File: config.mk
export PLATFORM = sky130hd
export DESIGN_NAME = jtcps1_snd_romarb
export DESIGN_NICKNAME = d
export VERILOG_FILES = /design/src/rtl/jtcps1_snd_romarb.sv
export SDC_FILE = /design/constraint.sdc
export NUM_CORES = 1
export LEC_CHECK = 0
export CORE_MARGIN = 8
export CORE_UTILIZATION = 45
export DETAILED_ROUTE_END_ITERATION = 10
export PLACE_DENSITY = 0.8
export SLEW_MARGIN = 20
export SYNTH_ARGS = -nofsm -noshare
export SYNTH_HDL_FRONTEND = slang
export SYNTH_SLANG_ARGS = --single-unit
File: constraint.sdc
create_clock -name clk -period 1.9 [get_ports clk]
set_input_delay 0.38 -clock clk [delete_from_list [all_inputs] [get_ports clk]]
set_output_delay 0.38 -clock clk [all_outputs]
set_load 0.005 [all_outputs]
File: src/rtl/jtcps1_snd_romarb.sv
// Sound ROM arbiter: the Z80 program ROM and the OKI ADPCM ROM share one SDRAM
// read slot. Round-robin grant, a single outstanding SDRAM read, and a registered
// byte return with a per-client ok.
// Build option JTCPS1_ROMARB_CACHE_EN: each client keeps the whole 16-bit word, so
// the odd/even neighbour byte hits without another SDRAM access.
module jtcps1_snd_romarb #(
  parameter logic [21:0] ADPCM_OFFSET = 22'h08_0000
) (
  input  logic        clk,
  input  logic        rst_n,
  input  logic        z80_cs,
  input  logic [15:0] z80_addr,
  output logic [7:0]  z80_data,
  output logic        z80_ok,
  input  logic        adpcm_cs,
  input  logic [17:0] adpcm_addr,
  output logic [7:0]  adpcm_data,
  output logic        adpcm_ok,
  output logic [21:0] sdram_addr,
  output logic        sdram_cs,
  input  logic [15:0] sdram_data,
  input  logic        sdram_ok
);
`ifdef JTCPS1_ROMARB_CACHE_EN
  localparam int TL = 1;   // tag ignores addr[0]: word granularity
  localparam int DW = 16;
`else
  localparam int TL = 0;   // tag is the full byte address
  localparam int DW = 8;
`endif

  typedef enum logic { ST_IDLE, ST_WAIT } state_t;
  localparam logic CL_Z80 = 1'b0;
  localparam logic CL_ADPCM = 1'b1;

  state_t        state_q, state_d;
  logic          sdram_cs_q, sdram_cs_d;
  logic [21:0]   sdram_addr_q, sdram_addr_d;
  logic          last_q, last_d;     // client granted most recently
  logic          gnt_q, gnt_d;       // client owning the read in flight
  logic [17:TL]  lat_q, lat_d;       // address latched at grant
  logic [15:TL]  ztag_q, ztag_d;
  logic [17:TL]  atag_q, atag_d;
  logic [DW-1:0] zbuf_q, zbuf_d, abuf_q, abuf_d;
  logic          zvld_q, zvld_d, avld_q, avld_d;
  logic          zok_q, zok_d, aok_q, aok_d;
  logic [7:0]    zdat_q, zdat_d, adat_q, adat_d;

  logic [DW-1:0] ret;
  logic [7:0]    zbyte, abyte;
  logic          zhit, ahit, zmiss, amiss, pick;

`ifdef JTCPS1_ROMARB_CACHE_EN
  assign ret   = sdram_data;
  assign zbyte = z80_addr[0]   ? zbuf_q[15:8] : zbuf_q[7:0];
  assign abyte = adpcm_addr[0] ? abuf_q[15:8] : abuf_q[7:0];
`else
  assign ret   = lat_q[0] ? sdram_data[15:8] : sdram_data[7:0];
  assign zbyte = zbuf_q;
  assign abyte = abuf_q;
`endif

  assign zhit  = z80_cs   & zvld_q & (ztag_q == z80_addr[15:TL]);
  assign ahit  = adpcm_cs & avld_q & (atag_q == adpcm_addr[17:TL]);
  assign zmiss = z80_cs   & ~(zvld_q & (ztag_q == z80_addr[15:TL]));
  assign amiss = adpcm_cs & ~(avld_q & (atag_q == adpcm_addr[17:TL]));
  // on a tie the client that was not served last wins
  assign pick  = (zmiss & amiss) ? ~last_q : amiss;

  assign z80_data   = zdat_q;
  assign z80_ok     = zok_q;
  assign adpcm_data = adat_q;
  assign adpcm_ok   = aok_q;
  assign sdram_addr = sdram_addr_q;
  assign sdram_cs   = sdram_cs_q;

  // arbitration FSM, tag/data store and registered ok/data outputs
  always_comb begin
    state_d      = state_q;
    sdram_cs_d   = sdram_cs_q;
    sdram_addr_d = sdram_addr_q;
    last_d       = last_q;
    gnt_d        = gnt_q;
    lat_d        = lat_q;
    ztag_d       = ztag_q;
    atag_d       = atag_q;
    zbuf_d       = zbuf_q;
    abuf_d       = abuf_q;
    zvld_d       = zvld_q;
    avld_d       = avld_q;
    zok_d        = zhit;
    aok_d        = ahit;
    zdat_d       = zhit ? zbyte : zdat_q;
    adat_d       = ahit ? abyte : adat_q;
    case (state_q)
      ST_IDLE: begin
        if (zmiss | amiss) begin
          gnt_d      = pick;
          last_d     = pick;
          sdram_cs_d = 1'b1;
          state_d    = ST_WAIT;
          if (pick == CL_ADPCM) begin
            sdram_addr_d = ADPCM_OFFSET + {5'd0, adpcm_addr[17:1]};
            lat_d        = adpcm_addr[17:TL];
            avld_d       = 1'b0;
          end else begin
            sdram_addr_d = {7'd0, z80_addr[15:1]};
            lat_d        = {2'b00, z80_addr[15:TL]};
            zvld_d       = 1'b0;
          end
        end
      end
      ST_WAIT: begin
        // completes under the latched tag even if the client moved on
        if (sdram_ok) begin
          sdram_cs_d = 1'b0;
          state_d    = ST_IDLE;
          if (gnt_q == CL_ADPCM) begin
            atag_d = lat_q;
            abuf_d = ret;
            avld_d = 1'b1;
          end else begin
            ztag_d = lat_q[15:TL];
            zbuf_d = ret;
            zvld_d = 1'b1;
          end
        end
      end
      default: state_d = ST_IDLE;
    endcase
  end

  // state registers with synchronous active-low reset
  always_ff @(posedge clk) begin
    if (!rst_n) begin
      state_q      <= ST_IDLE;
      sdram_cs_q   <= 1'b0;
      sdram_addr_q <= '0;
      last_q       <= CL_ADPCM;
      gnt_q        <= CL_Z80;
      lat_q        <= '0;
      ztag_q       <= '0;
      atag_q       <= '0;
      zbuf_q       <= '0;
      abuf_q       <= '0;
      zvld_q       <= 1'b0;
      avld_q       <= 1'b0;
      zok_q        <= 1'b0;
      aok_q        <= 1'b0;
      zdat_q       <= '0;
      adat_q       <= '0;
    end else begin
      state_q      <= state_d;
      sdram_cs_q   <= sdram_cs_d;
      sdram_addr_q <= sdram_addr_d;
      last_q       <= last_d;
      gnt_q        <= gnt_d;
      lat_q        <= lat_d;
      ztag_q       <= ztag_d;
      atag_q       <= atag_d;
      zbuf_q       <= zbuf_d;
      abuf_q       <= abuf_d;
      zvld_q       <= zvld_d;
      avld_q       <= avld_d;
      zok_q        <= zok_d;
      aok_q        <= aok_d;
      zdat_q       <= zdat_d;
      adat_q       <= adat_d;
    end
  end
endmodule

==> run summary <==
DR vias/cell: 5.59
N_diodes: 0
Yosys top cell by area: dfxtp_1
Initial core utilization: 0.453
CTS H-tree depth: 3
Area growth syn-to-layout: 44.8%
1st-pass router iterations: 5
Final WS setup: -183 ps
Max Clock Freq: 480 MHz
Failing checks: negative setup slack
IO Port Bufs: 91
RSZ-0062 raised after global routing: yes
Die Wd: 112 um
Post-layout nets: 646
Global-route wire length before repair: 19500 um
# rows: 35
GRT Util Overall: 0.196
DP Wirelength: 9070 um
Routability congestion estimate: 0.877
EDFF count, synth: 0
CTS root buf: clkbuf_8
Kind of critical path: in -> reg
Max VDD drop: 0.338 mV
Crit. End Element: register
Worst R2R Setup Slack: -160 ps
Max_slew headroom: 0.662
Final worst-path cycle share: 1.10
Core box area: 9060 um2
Initial DRC Count: 240
Wire per inst: 18.7 um
Leak Pwr: 2.25 nW
Worst skew pair latency: 350 ps
Drc violations: 0
Area contributors post-synth: dfxtp_1 (45%), xnor2_1 (7.3%), nand2_1 (7.2%), mux2i_1 (5.9%), a21oi_1 (4.4%)
Share of the synthesized area in the top cell type: 0.449
Outcome: finished with violations
Final WL: 13200 um
Post-synthesis sequential area ratio: 0.449
Clk sinks: 92
# setup viols final: 23
Synth warn: 0
Power Dens Cells: 715 nW/um2
Yosys cell types: 34
Cts hold-fix bufs: 0
Die area: 12400 um2
Antenna violations before repair: 0
Count leader, synth: dfxtp_1
Final min period: 2080 ps
Most instantiated cells after synthesis: dfxtp_1 (92), nand2_1 (79), a21oi_1 (36), nor2_1 (36), xnor2_1 (34)
Top_reg_cell synth: dfxtp_1
Class of the worst hold path: reg -> reg
Required @ worst endpoint: 2160 ps
TritonCTS clock tree: done
Vias: 3954
Critical Path Source Type: input pin
Critical path peak fanout: 12
Vias in the first global route: 3976
Avg Cell Area, Syn: 8.57 um2
Clk slew on worst S/H paths: 90 ps
I/O pins: 96
Worst Max-Slew Pin Slew: 507 ps
Post-Syn Instances: 479
Max Transition Viols Final: 0
Share of post-route cells with drive strength above 1: 0.238
Critical Path AT: 2350 ps
GR Overflow Total: 0
Worst-case clock buffer depth: 2
MaxCap Viol Count: 0
Largest net degree at the start of global routing: 66
Fillers: 713
CTS Buf Count: 9
Worst clock skew: 12.5 ps
Async set-reset flop share out of synthesis: 0
#FFs+latches synth: 92
Total power: 4.25 mW
Final Hold Viols: 0
Mapped cell area: 4110 um2
Util after Layout: 0.656
Setup Slack @ Placement: -755 ps
Remaining antenna violation count: 0
Die Ht: 112 um
[kinds of logic after synthesis]
kind of cell    count (synthesis)  share of synthesized area
buf+inv                        58                     0.0798
flops                          92                      0.449
mux                            24                     0.0585
other cells                     1                   0.000913
xor+xnor                       34                     0.0725
simple gates                  171                      0.183
compound gates                 99                      0.157
[per-stage QoR]
step / cells / area [um2] / hold WS, ps / TNS [ps]
final: 707 / 5950 / 465 / -2850
after global routing: 707 / 5950 / 483 / -4060
after CTS: 703 / 5710 / 466 / -723
after detailed placement: 679 / 5320 / 459 / -22820
after global placement: 679 / 5320 / 455 / -20290
after floorplan: 482 / 4120 / 445 / 0
[placed cells by master, fill, tap and decap left out, types with 2 or more instances in the layout]
master,instances
o21ai_2,7
buf_4,48
buf_6,3
nor2_2,2
nand4_1,7
a21oi_1,34
o21ai_1,5
a21o_1,2
a311oi_2,8
nor3_1,17
a21oi_2,2
nor3_4,2
conb_1,4
buf_12,7
dfxtp_1,80
nand3_2,7
nor2_1,34
dfxtp_2,12
inv_1,3
nand2_2,2
xnor2_1,24
clkbuf_8,10
a211oi_1,16
xnor2_2,10
mux2i_1,24
nand3_1,13
clkinvlp_4,4
clkdlybuf4s50_1,65
nand2_1,77
o21ai_0,5
dlygate4sd2_1,26
a311oi_1,8
o211a_1,3
[routing by layer]
| metal | GRT usage | vias to the layer above | wire length, um |
|---|---|---|---|
| li1 | - | 1867 | - |
| met1 | 0.217 | 1881 | 5220 |
| met2 | 0.353 | 176 | 6740 |
| met3 | 0.0487 | 30 | 927 |
| met4 | 0.0702 | 0 | 345 |
| met5 | 0 | - | 0 |
[worst max-delay path: stages]
cell	delay, ps
dlygate4sd2_1	300
xnor2_2	270
nand4_1	210
nor4_4	290
buf_4	180
a211oi_4	60
or2_4	260
buf_12	150
a311oi_2	240
[area by class of cell]
type	count	area, um2	share of cell area
clock inverter	6	71.3	0.0120
timing repair buffer	152	1480	0.249
tap	111	139	0.0234
clock buffer	10	138	0.0231
multi-input combinational	332	2250	0.378
sequential	92	1860	0.312
inverter	4	15.0	0.00253
[worst paths after layout]
kind / from / to / depth (start not counted)
worst max-delay path: z80_addr[11] / lat_q[5] / 9
worst min-delay path: ztag_q[2] / ztag_q[2] / 2
worst max register to register: ztag_q[11] / lat_q[5] / 8
worst min register to register: ztag_q[2] / ztag_q[2] / 2
[report_power, final]
group          switching (mW)  internal (mW)
combinational           0.379          0.414
sequential             0.0893           2.00
clock                   0.710          0.653
[state kept, by name (all words and copies together), names as in the netlist, 2 cells and up]
register    count
abuf_q          8
z80_data        8
ztag_q         16
lat_q          17
zbuf_q          8
adpcm_data      8
sdram_addr      2
atag_q         18
[repair_timing]
item,CTS,global route
pin swaps,23,25
gates cloned,1,1
buffers inserted,7,5
resized for setup,67,43
setup endpoints to repair,38,40
Note: power is estimated with default switching activity, not from simulation.
